**src/rtl/hazard_pkg.sv**
```systemverilog
// Shared types for the pipeline hazard controller: forwarding selects,
// FSM state encoding and the register-match helper used by forwarding.
package hazard_pkg;

    typedef enum logic [1:0] {
        FWD_RF = 2'b00,
        FWD_W  = 2'b01,
        FWD_M  = 2'b10
    } fwd_sel_t;

    typedef enum logic {
        RUN      = 1'b0,
        MEM_WAIT = 1'b1
    } hz_state_t;

    localparam int WAIT_W = 8;

    // A later stage supplies the operand when it writes a non-x0 register matching the source.
    function automatic logic reg_hit(input logic we, input logic [4:0] rd, input logic [4:0] rs);
        return we && (rd != 5'd0) && (rd == rs);
    endfunction

endpackage

```
**src/rtl/fwd_unit.sv**
```systemverilog
// Forwarding select for one ALU operand in Execute; Memory-stage result
// takes priority over Writeback.
module fwd_unit
    import hazard_pkg::*;
(
    input  logic [4:0] rs,
    input  logic [4:0] rd_m,
    input  logic [4:0] rd_w,
    input  logic       reg_write_m,
    input  logic       reg_write_w,
    output fwd_sel_t   fwd
);

    // Operand source priority: Memory, then Writeback, else register file.
    always_comb begin
        fwd = FWD_RF;
        if (reg_hit(reg_write_m, rd_m, rs)) begin
            fwd = FWD_M;
        end else if (reg_hit(reg_write_w, rd_w, rs)) begin
            fwd = FWD_W;
        end else begin
            fwd = FWD_RF;
        end
    end

endmodule

```
**src/rtl/hazard_ctrl.sv**
```systemverilog
// Pipeline hazard controller: load-use stall, branch flush, operand forwarding
// and data-memory wait FSM with timeout. Optional counters: HAZARD_PERF_CNT_EN.
module hazard_ctrl
    import hazard_pkg::*;
#(
    parameter int MEM_TIMEOUT = 255,
    parameter int CNT_WIDTH   = 32
) (
    input  logic                 clk,
    input  logic                 reset,
    input  logic [4:0]           Rs1D,
    input  logic [4:0]           Rs2D,
    input  logic [4:0]           Rs1E,
    input  logic [4:0]           Rs2E,
    input  logic [4:0]           RdE,
    input  logic                 ResultSrcE0,
    input  logic                 PCSrcE,
    input  logic [4:0]           RdM,
    input  logic [4:0]           RdW,
    input  logic                 RegWriteM,
    input  logic                 RegWriteW,
    input  logic                 mem_req_M,
    input  logic                 mem_ready_M,
    output logic                 StallF,
    output logic                 StallD,
    output logic                 StallE,
    output logic                 StallM,
    output logic                 FlushD,
    output logic                 FlushE,
    output logic                 FlushW,
    output logic [1:0]           ForwardAE,
    output logic [1:0]           ForwardBE,
    output logic                 mem_wait,
    output logic                 mem_err,
    output logic [CNT_WIDTH-1:0] stall_cycles,
    output logic [CNT_WIDTH-1:0] flush_events
);

    localparam logic [WAIT_W-1:0] TIMEOUT_C = WAIT_W'(MEM_TIMEOUT);

    hz_state_t         state_r;
    hz_state_t         state_nxt_s;
    logic [WAIT_W-1:0] wait_cnt_r;
    logic [WAIT_W-1:0] wait_cnt_nxt_s;
    logic              mem_err_r;
    logic              mem_err_nxt_s;
    logic              mem_wait_r;
    logic              timeout_hit_s;
    logic              mem_stall_s;
    logic              lw_stall_s;
    fwd_sel_t          fwd_a_s;
    fwd_sel_t          fwd_b_s;

    assign timeout_hit_s = (state_r == MEM_WAIT) && (wait_cnt_r == TIMEOUT_C);
    assign mem_stall_s   = mem_req_M && !mem_ready_M && !timeout_hit_s;
    assign lw_stall_s    = ResultSrcE0 && (RdE != 5'd0) && ((RdE == Rs1D) || (RdE == Rs2D));

    fwd_unit u_fwd_a (
        .rs          (Rs1E),
        .rd_m        (RdM),
        .rd_w        (RdW),
        .reg_write_m (RegWriteM),
        .reg_write_w (RegWriteW),
        .fwd         (fwd_a_s)
    );

    fwd_unit u_fwd_b (
        .rs          (Rs2E),
        .rd_m        (RdM),
        .rd_w        (RdW),
        .reg_write_m (RegWriteM),
        .reg_write_w (RegWriteW),
        .fwd         (fwd_b_s)
    );

    // Memory-wait FSM next state, wait counter and sticky timeout flag.
    always_comb begin
        state_nxt_s    = state_r;
        wait_cnt_nxt_s = wait_cnt_r;
        mem_err_nxt_s  = mem_err_r;
        case (state_r)
            RUN: begin
                if (mem_stall_s) begin
                    state_nxt_s    = MEM_WAIT;
                    wait_cnt_nxt_s = 8'd1;
                end else begin
                    state_nxt_s    = RUN;
                    wait_cnt_nxt_s = 8'd0;
                end
            end
            MEM_WAIT: begin
                if (mem_ready_M) begin
                    state_nxt_s    = RUN;
                    wait_cnt_nxt_s = 8'd0;
                end else if (timeout_hit_s) begin
                    state_nxt_s    = RUN;
                    wait_cnt_nxt_s = 8'd0;
                    mem_err_nxt_s  = 1'b1;
                end else begin
                    state_nxt_s    = MEM_WAIT;
                    wait_cnt_nxt_s = wait_cnt_r + 8'd1;
                end
            end
            default: begin
                state_nxt_s    = RUN;
                wait_cnt_nxt_s = 8'd0;
            end
        endcase
    end

    // FSM state, counter, error flag and registered wait indication.
    always_ff @(posedge clk) begin
        if (!reset) begin
            state_r    <= RUN;
            wait_cnt_r <= 8'd0;
            mem_err_r  <= 1'b0;
            mem_wait_r <= 1'b0;
        end else begin
            state_r    <= state_nxt_s;
            wait_cnt_r <= wait_cnt_nxt_s;
            mem_err_r  <= mem_err_nxt_s;
            mem_wait_r <= (state_nxt_s == MEM_WAIT);
        end
    end

    assign mem_wait = mem_wait_r;
    assign mem_err  = mem_err_r;

    // Stall/flush decode; a memory stall freezes everything and defers any branch flush.
    always_comb begin
        StallF = 1'b0;
        StallD = 1'b0;
        StallE = 1'b0;
        StallM = 1'b0;
        FlushD = 1'b0;
        FlushE = 1'b0;
        FlushW = 1'b0;
        if (!reset) begin
            StallF = 1'b0;
        end else if (mem_stall_s) begin
            StallF = 1'b1;
            StallD = 1'b1;
            StallE = 1'b1;
            StallM = 1'b1;
            FlushW = 1'b1;
        end else begin
            StallF = lw_stall_s;
            StallD = lw_stall_s;
            FlushE = lw_stall_s | PCSrcE;
            FlushD = PCSrcE;
        end
    end

    // Forwarding selects, forced to the register file while in reset.
    always_comb begin
        ForwardAE = FWD_RF;
        ForwardBE = FWD_RF;
        if (!reset) begin
            ForwardAE = FWD_RF;
            ForwardBE = FWD_RF;
        end else begin
            ForwardAE = fwd_a_s;
            ForwardBE = fwd_b_s;
        end
    end

`ifdef HAZARD_PERF_CNT_EN
    localparam logic [CNT_WIDTH-1:0] CNT_MAX_C = {CNT_WIDTH{1'b1}};
    localparam logic [CNT_WIDTH-1:0] CNT_ONE_C = {{(CNT_WIDTH-1){1'b0}}, 1'b1};

    logic [CNT_WIDTH-1:0] stall_cycles_r;
    logic [CNT_WIDTH-1:0] flush_events_r;
    logic                 any_stall_s;
    logic                 any_flush_s;

    assign any_stall_s = StallF | StallD | StallE | StallM;
    assign any_flush_s = FlushD | FlushE;

    // Saturating performance counters.
    always_ff @(posedge clk) begin
        if (!reset) begin
            stall_cycles_r <= {CNT_WIDTH{1'b0}};
            flush_events_r <= {CNT_WIDTH{1'b0}};
        end else begin
            if (any_stall_s && (stall_cycles_r != CNT_MAX_C)) begin
                stall_cycles_r <= stall_cycles_r + CNT_ONE_C;
            end
            if (any_flush_s && (flush_events_r != CNT_MAX_C)) begin
                flush_events_r <= flush_events_r + CNT_ONE_C;
            end
        end
    end

    assign stall_cycles = stall_cycles_r;
    assign flush_events = flush_events_r;
`else
    assign stall_cycles = {CNT_WIDTH{1'b0}};
    assign flush_events = {CNT_WIDTH{1'b0}};
`endif

endmodule

```
**config.mk**
```make
export PLATFORM = sky130hd
export DESIGN_NAME = hazard_ctrl
export DESIGN_NICKNAME = d
export VERILOG_FILES = /design/src/rtl/hazard_pkg.sv /design/src/rtl/fwd_unit.sv /design/src/rtl/hazard_ctrl.sv
export SDC_FILE = /design/constraint.sdc
export NUM_CORES = 1
export LEC_CHECK = 0
export CAP_MARGIN = 20
export CORE_UTILIZATION = 35
export CTS_BUF_LIST = sky130_fd_sc_hd__clkbuf_4
export DETAILED_ROUTE_END_ITERATION = 8
export PLACE_DENSITY_LB_ADDON = 0.12
export SYNTH_ARGS = -nofsm -noshare
export SYNTH_HDL_FRONTEND = slang
export SYNTH_SLANG_ARGS = --single-unit
```
**constraint.sdc**
```tcl
create_clock -name clk -period 2.2 [get_ports clk]
set_input_delay 0.22 -clock clk [delete_from_list [all_inputs] [get_ports clk]]
set_output_delay 0.22 -clock clk [all_outputs]
set_load 0.1 [all_outputs]
```
# Yosys cells after proc, flatten, opt, wreduce, memory -nomap -nowiden
# Index checks and enable logic that the tools add are counted.
[totals]
reg_bits = 10
elab_cells = 53
in_bits = 43
output_inout_bits = 77
[classes]
n_addsub = 1
bitwise = 3
n_mux = 21
reduce_logical = 18
n_eq_ne = 7
[op_table]
columns = ["cell", "n"]
rows = [
  ["$eq A5 B5 Y1", 6],
  ["$mux W8", 2],
  ["$pmux W8 S2", 1],
  ["$reduce_bool A5 Y1", 3],
  ["$mux W1", 13],
  ["$logic_and A1 B1 Y1", 11],
  ["$add A8 B1 Y8 const B", 1],
  ["$eq A8 B8 Y1 const B", 1],
  ["$mux W2", 4],
  ["$reduce_and A3 Y1", 1],
  ["$logic_not A1 Y1", 2],
  ["$not A1 Y1", 2],
  ["$pmux W1 S2", 1],
  ["$logic_or A1 B1 Y1", 1],
  ["$or A1 B1 Y1", 1],
]

# Logic depth before layout (Yosys ltp)
# Gate-level depths: netlist of the first run.
[logic_depth]
word_depth = 6
ltp_mapped = 5
depth_no_buf = 4

# By module
# Synthesis of the first run repeated with hierarchy kept, for this count alone.
[hier_totals]
hier_cells = 179
area_unflattened_um2 = 1416.4
[modules_own_cells]
columns = ["mod", "cells_per_inst", "n_inst", "seq_area_each_um2", "area_per_inst_um2"]
rows = [
  ["hazard_ctrl", 139, 1, 200.2, 1113.6],
  ["fwd_unit", 20, 2, 0.0, 151.4],
]

# Worst setup path before layout of the first run
# No wires, ideal clock.
[synth_path]
path_type = "in2out"
from = "in RdE[3]"
to = "out StallF"
arrival_ns = 3.400
n_path_buf = 1
setup_slack_ns = -1.420
path_stages = 5
required_time_ns = 1.980
path_cell_list = "xor2_1 nor3_1 a22oi_1 o21ai_0 buf_4"
[synth_between]
elab_chain_cells = 5
word_cells_on_any_way = 8
cone_classes = "2 x eq/ne; 2 x mux; 4 x reduce/logical"
[synth_rtl]
columns = ["item", "line", "source"]
rows = [
  ["from (decl)", "hazard_ctrl.sv:15", "input logic [4:0] RdE,"],
  ["$eq A5 B5 Y1 / $reduce_bool A5 Y1 (equally long branches)", "hazard_ctrl.sv:56", "assign lw_stall_s = ResultSrcE0 && (RdE != 5'd0) && ((RdE == Rs1D) || (RdE == Rs2D));"],
  ["$logic_or A1 B1 Y1 / $logic_and A1 B1 Y1 (equally long branches)", "hazard_ctrl.sv:56", ""],
  ["$logic_and A1 B1 Y1 *", "hazard_ctrl.sv:56", ""],
  ["$mux W1 * (2 in series)", "n/a", ""],
  ["to (decl)", "hazard_ctrl.sv:24", "output logic StallF,"],
]
# Mark *: on every way between the ends. The rest lies on a longest branch, timed or not.

# Worst setup path in the final report of the first run
[layout_path]
from = "in RdM[0]"
to = "out ForwardBE[1]"
[layout_between]
elab_chain_cells = 5
word_cells_on_any_way = 6
cone_classes = "1 x eq/ne; 2 x mux; 3 x reduce/logical"
[layout_rtl]
columns = ["item", "line", "source"]
rows = [
  ["from (decl)", "hazard_ctrl.sv:18", "input logic [4:0] RdM,"],
  ["$reduce_bool A5 Y1", "hazard_pkg.sv:20", "return we && (rd != 5'd0) && (rd == rs);"],
  ["$logic_and A1 B1 Y1", "hazard_pkg.sv:20", ""],
  ["$logic_and A1 B1 Y1 *", "hazard_pkg.sv:20", ""],
  ["$mux W2 *", "fwd_unit.sv:17", "if (reg_hit(reg_write_m, rd_m, rs)) begin"],
  ["$mux W2 *", "hazard_ctrl.sv:158", "if (!reset) begin"],
  ["to (decl)", "hazard_ctrl.sv:32", "output logic [1:0] ForwardBE,"],
]
# Marks and branches as above.

==> results.sh, run 1 <==
export IMPL_antenna_cells=0
export IMPL_synth_edf_count=0
export IMPL_path_clk_slew_ns=0.06
export IMPL_wl_per_cell_um=9.49
export IMPL_skew_ns=0.00573
export IMPL_pre_cts_ws_ns=-0.0493
export IMPL_ant_nets=0
export IMPL_min_period_over_period=0.975
export IMPL_syn_inst=170
export IMPL_final_common_cell="conb_1"
export IMPL_nets=280
export IMPL_fp_dieH_um=64.4
export IMPL_synthToLayoutAreaGrowth_pct=46.6
export IMPL_hold_viol=0
export IMPL_min_period_ns=2.15
export IMPL_worstPathArrival_ns=1.93
export IMPL_irDropWorstVdd_v=0.000390
export IMPL_design_core_area_mm2=0.00369
export IMPL_cts_made_buffers=3
export IMPL_stdcell_count=283
export IMPL_cap_violations=0
export IMPL_io_buffers=55
export IMPL_remaining_drc_errors=0
export IMPL_setup_ws_ns=0.0543
export IMPL_rsz0062_at_grt="false"
export IMPL_place_inst=279
export IMPL_htreeDepth=1
export IMPL_clkLatencyLatePin_ns=0.26
export IMPL_cts_tree="yes"
export IMPL_fp_row_count=22
export IMPL_firstDrtPassIters=5
export IMPL_root_buffer="clkbuf_4"
export IMPL_leakage_uw=0.000876
export IMPL_p_per_area_mw_per_mm2=544
export IMPL_final_fill_count=361
export IMPL_syn_area_per_cell_um2=8.02
export IMPL_drt_iter0_markers=27
export IMPL_hold_buffers=0
export IMPL_post_cts_buffers=0
export IMPL_ys_ff_latch=10
export IMPL_clk_path_buf_depth=2
export IMPL_final_cell_mix="64 x conb_1, 38 x clkdlybuf4s50_1, 28 x xor2_1"
export IMPL_grt_overflow_total=0
export IMPL_vias=1109
export IMPL_endpoint_kind="output pin"
export IMPL_yosys_warnings=0
export IMPL_first_global_vias=911
export IMPL_fmax_mhz=466
export IMPL_track_usage=0.122
export IMPL_antenna_found_initial=0
export IMPL_path_max_fanout=3
export IMPL_synthArstFlopShare=0
export IMPL_finalSetupViolCount=0
export IMPL_ys_flop_type="dfxtp_1"
export IMPL_status="finished clean"
export IMPL_fp_dieW_um=64.4
export IMPL_final_core_util=0.541
export IMPL_power_uw=1090
export IMPL_seq_area_frac_synth=0.147
export IMPL_io_pins=120
export IMPL_drt_wl_total_mm=2.69
export IMPL_die_area_mm2=0.00415
export IMPL_layout_drive_gt1_share=0.179
export IMPL_hold_class="flop to flop"
export IMPL_grt_first_pass_wirelength_mm=3.98
export IMPL_syn_area_mm2=0.00136
export IMPL_critical_path_startpoint_type="primary input"
export IMPL_gp_congestion=0.741
export IMPL_initial_core_util=0.369
export IMPL_clock_sinks=10
export IMPL_vias_per_cell=3.92
export IMPL_dpl_hpwl_mm=2.38
export IMPL_drv_slew=0
export IMPL_critPathRequiredTime_ns=1.98
export IMPL_grt_max_degree=8
export IMPL_ys_types=28
export IMPL_crit_type="primary input to output pin"
routing by layer:
| layer | up-vias | global-route usage | share of wire |
|---|---|---|---|
| met1 | 481 | 0.136 | 0.38 |
| met3 | 0 | 0.0464 | 0.10 |
| met2 | 66 | 0.217 | 0.51 |
| met5 | - | 0 | 0 |
| met4 | 0 | 0.0250 | 0 |
| li1 | 562 | - | - |
worst max-delay path: stages:
cell	delay [ns]
clkdlybuf4s50_1	0.60
xnor2_1	0.17
nand3_1	0.12
nor4_2	0.40
and2_2	0.24
buf_12	0.17
cells in the mapped netlist (2+ instances only):
cell type | instances | share of area
nor2_1 | 10 | 0.028
and2_2 | 2 | 0.011
nand4_1 | 2 | 0.0092
or4_1 | 5 | 0.028
nor3_1 | 2 | 0.0073
and3_1 | 4 | 0.018
buf_4 | 67 | 0.37
inv_1 | 3 | 0.0083
dfxtp_1 | 10 | 0.15
xor2_1 | 28 | 0.18
xnor2_1 | 8 | 0.051
nand2_1 | 3 | 0.0083
nor4_1 | 2 | 0.0092
nor4_2 | 2 | 0.018
o211ai_1 | 2 | 0.011
nand3_1 | 8 | 0.029
power by group:
group,internal [µW],switching (µW)
clock network,82.2,58.1
registers,183,2.76
logic,143,617
total,408,678
sequential cells by signal, indices dropped and copies added, names as in the netlist:
register / cells
mem_wait: 1
mem_err: 1
wait_cnt_r: 8
cells by family (layout without fill, tap and decap cells):
logic type,count (synthesis),after routing,synth area share
AO/OA/AOI/OAI,8,8,0.0432
XOR/XNOR,36,36,0.231
adder cells (fa/ha/maj),1,1,0.00918
buffers and inverters,70,72,0.377
flip-flops,10,10,0.147
multiplexers,1,1,0.00735
other,1,64,0.00275
AND/OR/NAND/NOR,43,43,0.182
per-stage QoR:
| step | TNS [ns] | hold slack, ns | instance area (µm²) |
|---|---|---|---|
| 3_3_place_gp | -0.135 | 0.453 | 1940 |
| 3_5_place_dp | -0.125 | 0.461 | 1940 |
| 2_1_floorplan | -0.105 | 0.337 | 1650 |
| 4_1_cts | 0 | 0.477 | 2000 |
| 5_1_grt | 0 | 0.515 | 2000 |
| 6_report | 0 | 0.474 | 2000 |
worst paths after layout:
kind                                          startpoint                       end  slack, ns  cells after the start
worst max register to register  wait_cnt_r[0]$_SDFF_PN0_  wait_cnt_r[2]$_SDFF_PP0_       0.91                      4
worst min-delay path                mem_err$_SDFFE_PN0P_      mem_err$_SDFFE_PN0P_       0.47                      1
worst min register to register      mem_err$_SDFFE_PN0P_      mem_err$_SDFFE_PN0P_       0.47                      1
worst max-delay path                              RdM[0]              ForwardBE[1]       0.05                      6
repair_timing:
action,CTS,global route
gates resized for setup,9,0
pin swaps,5,1
cloned,0,0
endpoints found under the setup margin,4,2
layout make-up:
class,instances,area [µm²],share of cell area
multi-input cells,153,962,0.482
repair buffers,65,726,0.363
well taps,48,60.1,0.0301
inverters,3,15.0,0.00752
flip-flops and latches,10,204,0.102
clock buffers,4,30.0,0.0150
(Power assumes the default switching activity.)
==> run 2: changes to the inputs <==
--- a/config.mk
+++ b/config.mk
@@ -6,7 +6,7 @@
 export NUM_CORES = 1
 export LEC_CHECK = 0
 export CAP_MARGIN = 20
-export CORE_UTILIZATION = 35
+export CORE_UTILIZATION = 33
 export CTS_BUF_LIST = sky130_fd_sc_hd__clkbuf_4
 export DETAILED_ROUTE_END_ITERATION = 8
 export PLACE_DENSITY_LB_ADDON = 0.12
==> constraint.sdc (replaced) <==
create_clock -name clk -period 2.3 [get_ports clk]
set_input_delay 0.23 -clock clk [delete_from_list [all_inputs] [get_ports clk]]
set_output_delay 0.23 -clock clk [all_outputs]
set_load 0.1 [all_outputs]
==> results.sh, run 2 (synthesized netlist as in run 1, its figures left out) <==
export IMPL_vias_per_cell=4.01
export IMPL_drv_slew=0
export IMPL_worstPathArrival_ns=2.05
export IMPL_critPathSlowestCell="or4_1"
export IMPL_fp_row_count=22
export IMPL_clk_path_buf_depth=2
export IMPL_p_per_area_mw_per_mm2=515
export IMPL_root_buffer="clkbuf_4"
export IMPL_drt_wl_total_mm=2.72
export IMPL_leakage_uw=0.000898
export IMPL_final_core_util=0.522
export IMPL_hold_class="flop to flop"
export IMPL_dr_wl_met2_mm=1.47
export IMPL_largest_register="wait_cnt_r"
export IMPL_dr_max_layer_used="met4"
export IMPL_first_global_vias=923
export IMPL_clkLatencyLatePin_ns=0.26
export IMPL_path_max_fanout=2
export IMPL_remaining_drc_errors=0
export IMPL_wl_per_cell_um=9.63
export IMPL_critPathRequiredTime_ns=2.07
export IMPL_cap_violations=0
export IMPL_die_area_mm2=0.00439
export IMPL_min_period_ns=2.28
export IMPL_htreeDepth=1
export IMPL_antenna_found_initial=0
export IMPL_track_usage=0.118
export IMPL_design_core_area_mm2=0.00380
export IMPL_wl_met3_um=283
export IMPL_hold_viol=0
export IMPL_io_buffers=55
export IMPL_post_cts_buffers=0
export IMPL_min_from="mem_err$_SDFFE_PN0P_"
export IMPL_grt_first_pass_wirelength_mm=4.00
export IMPL_setup_worst_path_start="RdM[1]"
export IMPL_crit_chain="clkdlybuf4s50_1 -> or4_1 -> o21ai_2 -> nor4_2 -> nor4_4 -> buf_12"
export IMPL_irDropWorstVdd_v=0.000312
export IMPL_ant_nets=0
export IMPL_stdcell_count=283
export IMPL_placed_cell_area_mm2=0.00193
export IMPL_finalSetupViolCount=0
export IMPL_pre_cts_ws_ns=-0.0128
export IMPL_dpl_hpwl_mm=2.46
export IMPL_firstDrtPassIters=4
export IMPL_gp_congestion=0.728
export IMPL_hold_buffers=0
export IMPL_setup_tns_final_ns=0
export IMPL_fp_dieW_um=66.3
export IMPL_setup_ws_ns=0.0164
export IMPL_final_common_cell="conb_1"
export IMPL_fmax_mhz=438
export IMPL_rsz0062_at_grt="true"
export IMPL_nets=280
export IMPL_status="finished clean"
export IMPL_grt_overflow_total=0
export IMPL_path_clk_slew_ns=0.06
export IMPL_wl_met1_um=956
export IMPL_cts_made_buffers=3
export IMPL_final_area_mm2=0.00198
export IMPL_critical_path_startpoint_type="primary input"
export IMPL_place_inst=279
export IMPL_io_pins=120
export IMPL_max_stage_delay_ns=0.55
export IMPL_final_fill_count=387
export IMPL_grt_max_degree=8
export IMPL_synthToLayoutAreaGrowth_pct=45.5
export IMPL_antenna_cells=0
export IMPL_layout_drive_gt1_share=0.166
export IMPL_clock_sinks=10
export IMPL_regArea_um2=204
export IMPL_largest_reg_flops=8
export IMPL_skew_ns=0.00744
export IMPL_endpoint_kind="output pin"
export IMPL_crit_type="primary input to output pin"
export IMPL_final_cell_mix="64 x conb_1, 37 x clkdlybuf4s50_1, 28 x xor2_1"
export IMPL_initial_core_util=0.359
export IMPL_drt_iter0_markers=15
export IMPL_multi_input_comb_area_um2=938
export IMPL_vias=1136
export IMPL_cts_tree="yes"
export IMPL_reg2reg_from="wait_cnt_r[0]$_SDFF_PN0_"
export IMPL_min_period_over_period=0.993
export IMPL_fp_dieH_um=66.3
==> run 2: worst max-delay path, delay by kind of cell <==
family	cells	cell delay, ns
AND/OR/NAND/NOR	3	0.98
buffers and inverters	2	0.64
AO/OA/AOI/OAI	1	0.20
==> run 2: cell type report <==
cell class | count | area share
clock buffers | 3 | 0.0114
clock inverters | 1 | 0.00189
inverters | 3 | 0.00757
multi-input cells | 153 | 0.473
flip-flops and latches | 10 | 0.103
well taps | 48 | 0.0303
repair buffers | 65 | 0.373
==> run 2: worst paths after layout <==
check,to,slack [ns],depth (start not counted)
worst max-delay path,ForwardBE[0],0.02,6
worst min-delay path,mem_err$_SDFFE_PN0P_,0.49,1
worst max register to register,mem_wait$_SDFF_PN0_,0.99,4
worst min register to register,mem_err$_SDFFE_PN0P_,0.49,1
==> run 2: power breakdown <==
part	internal, µW	switching, µW
Combinational	136	586
Clock	62.6	59.9
Sequential	175	2.70
Total	373	648
==> run 2: metal layers <==
layer  up-vias  global-route usage
met5         -                   0
met4         0              0.0559
met3         2              0.0224
met2        76               0.214
met1       494               0.130
li1        564                   -
==> run 2: metrics by stage <==
step / total power, µW / hold WS, ns
after floorplan: 844 / 0.347
after global routing: 1060 / 0.513
after global placement: 902 / 0.454
after detailed placement: 901 / 0.488
after CTS: 1030 / 0.503
final: 1020 / 0.493
==> run 2: timing repair <==
item	4_1_cts	5_1_grt
resized for setup	1	7
setup endpoints to repair	1	4
pin swaps	1	3
==> run 3: changes to the inputs <==
--- a/config.mk
+++ b/config.mk
@@ -10,6 +10,7 @@
 export CTS_BUF_LIST = sky130_fd_sc_hd__clkbuf_4
 export DETAILED_ROUTE_END_ITERATION = 8
 export PLACE_DENSITY_LB_ADDON = 0.12
+export RECOVER_POWER = 25
 export SYNTH_ARGS = -nofsm -noshare
 export SYNTH_HDL_FRONTEND = slang
 export SYNTH_SLANG_ARGS = --single-unit
==> results.sh, run 3 (synthesized netlist as in run 1, its figures left out) <==
export IMPL_cap_violations=0
export IMPL_stdcell_count=283
export IMPL_antenna_found_initial=0
export IMPL_drv_slew=0
export IMPL_root_buffer="clkbuf_4"
export IMPL_die_area_mm2=0.00439
export IMPL_cts_tree="yes"
export IMPL_clockPowerShare=0.120
export IMPL_critPathRequiredTime_ns=2.07
export IMPL_intPower_uw=372
export IMPL_firstDrtPassIters=4
export IMPL_gp_congestion=0.728
export IMPL_grt_first_pass_wirelength_mm=4.00
export IMPL_reg2reg_from="wait_cnt_r[0]$_SDFF_PN0_"
export IMPL_maxSlewHeadroom=0.227
export IMPL_whs_path_depth=1
export IMPL_place_inst=279
export IMPL_hold_buffers=0
export IMPL_first_global_vias=923
export IMPL_status="finished clean"
export IMPL_hold_viol=0
export IMPL_grt_overflow_total=0
export IMPL_finalSetupViolCount=0
export IMPL_clkLatencyLatePin_ns=0.26
export IMPL_clk_path_buf_depth=2
export IMPL_critical_path_startpoint_type="primary input"
export IMPL_hold_end="mem_err$_SDFFE_PN0P_"
export IMPL_largest_register="wait_cnt_r"
export IMPL_track_usage=0.118
export IMPL_min_period_ns=2.28
export IMPL_drt_wl_total_mm=2.73
export IMPL_path_max_fanout=2
export IMPL_min_period_over_period=0.993
export IMPL_synthToLayoutAreaGrowth_pct=45.0
export IMPL_design_core_area_mm2=0.00380
export IMPL_remaining_drc_errors=0
export IMPL_dpl_hpwl_mm=2.46
export IMPL_drt_iter0_markers=15
export IMPL_crit_type="primary input to output pin"
export IMPL_ant_nets=0
export IMPL_antenna_cells=0
export IMPL_path_clk_slew_ns=0.06
export IMPL_vias_per_cell=4.02
export IMPL_rsz0062_at_grt="true"
export IMPL_vias=1137
export IMPL_skew_ns=0.00744
export IMPL_fp_dieW_um=66.3
export IMPL_switching_power_uw=648
export IMPL_hold_class="flop to flop"
export IMPL_min_from="mem_err$_SDFFE_PN0P_"
export IMPL_power_uw=1020
export IMPL_final_common_cell="conb_1"
export IMPL_initial_core_util=0.359
export IMPL_worst_pin_slew_ns=1.16
export IMPL_power_frac_seq=0.174
export IMPL_nets=280
export IMPL_rr_endpoint="mem_wait$_SDFF_PN0_"
export IMPL_fp_row_count=22
export IMPL_leakage_uw=0.000890
export IMPL_io_pins=120
export IMPL_io_buffers=55
export IMPL_pwr_share_comb=0.706
export IMPL_layout_drive_gt1_share=0.157
export IMPL_largest_reg_flops=8
export IMPL_p_per_area_mw_per_mm2=517
export IMPL_post_cts_buffers=0
export IMPL_grt_max_degree=8
export IMPL_r2r_setup_slack_ns=0.99
export IMPL_wl_per_cell_um=9.63
export IMPL_switching_share=0.635
export IMPL_worstPathArrival_ns=2.05
export IMPL_fmax_mhz=438
export IMPL_final_cell_mix="64 x conb_1, 37 x clkdlybuf4s50_1, 28 x xor2_1"
export IMPL_fp_dieH_um=66.3
export IMPL_htreeDepth=1
export IMPL_endpoint_kind="output pin"
export IMPL_reg2regPathDepth=4
export IMPL_cts_made_buffers=3
export IMPL_clock_sinks=10
export IMPL_irDropWorstVdd_v=0.000312
## run 3: cell count changes in the layout (fill, tap and decap cells not counted), sizes merged
cell and change:
buf -2, clkbuf +2
## run 3: repair_timing
| action | CTS | global route |
|---|---|---|
| resized for setup | 1 | 7 |
| pin swaps | 1 | 3 |
| endpoints found under the setup margin | 1 | 4 |
## run 3: worst max-delay path: stages
cell             delay, ns
clkdlybuf4s50_1       0.42
or4_1                 0.55
o21ai_2               0.20
nor4_2                0.10
nor4_4                0.33
buf_12                0.22
## run 3: cell type report
type	instances	area (µm²)
Fill cell	391	1820
Multi-Input combinational cell	153	938
Timing Repair Buffer	65	732
Sequential cell	10	204
Tap cell	48	60.1
Clock buffer	3	22.5
Inverter	3	15.0
Clock inverter	1	3.75
## run 3: how the worst max path moves through the flow
stage          startpoint  slack [ns]            to  depth (start not counted)
3_5_place_dp       RdW[0]       -0.01  ForwardAE[0]                          6
2_1_floorplan      RdW[3]       -0.01  ForwardAE[0]                          4
5_1_grt            RdM[1]       -0.04  ForwardBE[0]                          6
3_3_place_gp       RdW[0]     -0.0001  ForwardAE[0]                          6
6_report           RdM[1]        0.02  ForwardBE[0]                          6
4_1_cts            RdW[0]        0.01  ForwardBE[0]                          6
## run 3: power groups by stage
stage               registers (µW)  logic [µW]  clock network, µW
finish                         177         721                123
global route                   178         745                137
CTS                            177         720                130
detailed placement             181         720                  0
global placement               181         720                  0
floorplan                      188         656                  0
## run 3: through the flow
step | hold WS (ns) | setup TNS (ns) | instance area [µm²] | setup WS, ns | utilization
global route | 0.511 | -0.0432 | 1980 | -0.0432 | 0.520
finish | 0.488 | 0 | 1980 | 0.0164 | 0.520
floorplan | 0.347 | -0.0294 | 1640 | -0.0147 | -
detailed placement | 0.488 | -0.0128 | 1930 | -0.0128 | 0.509
CTS | 0.503 | 0 | 1960 | 0.0128 | 0.515
global placement | 0.454 | -0.000128 | 1930 | -0.000128 | 0.509
## run 3: routing by layer
layer,GRT usage,share of wire,vias up
met4,0.0559,0.0051,0
met3,0.0224,0.10,2
met1,0.130,0.35,495
li1,-,-,564
met5,0,0,-
met2,0.214,0.54,76
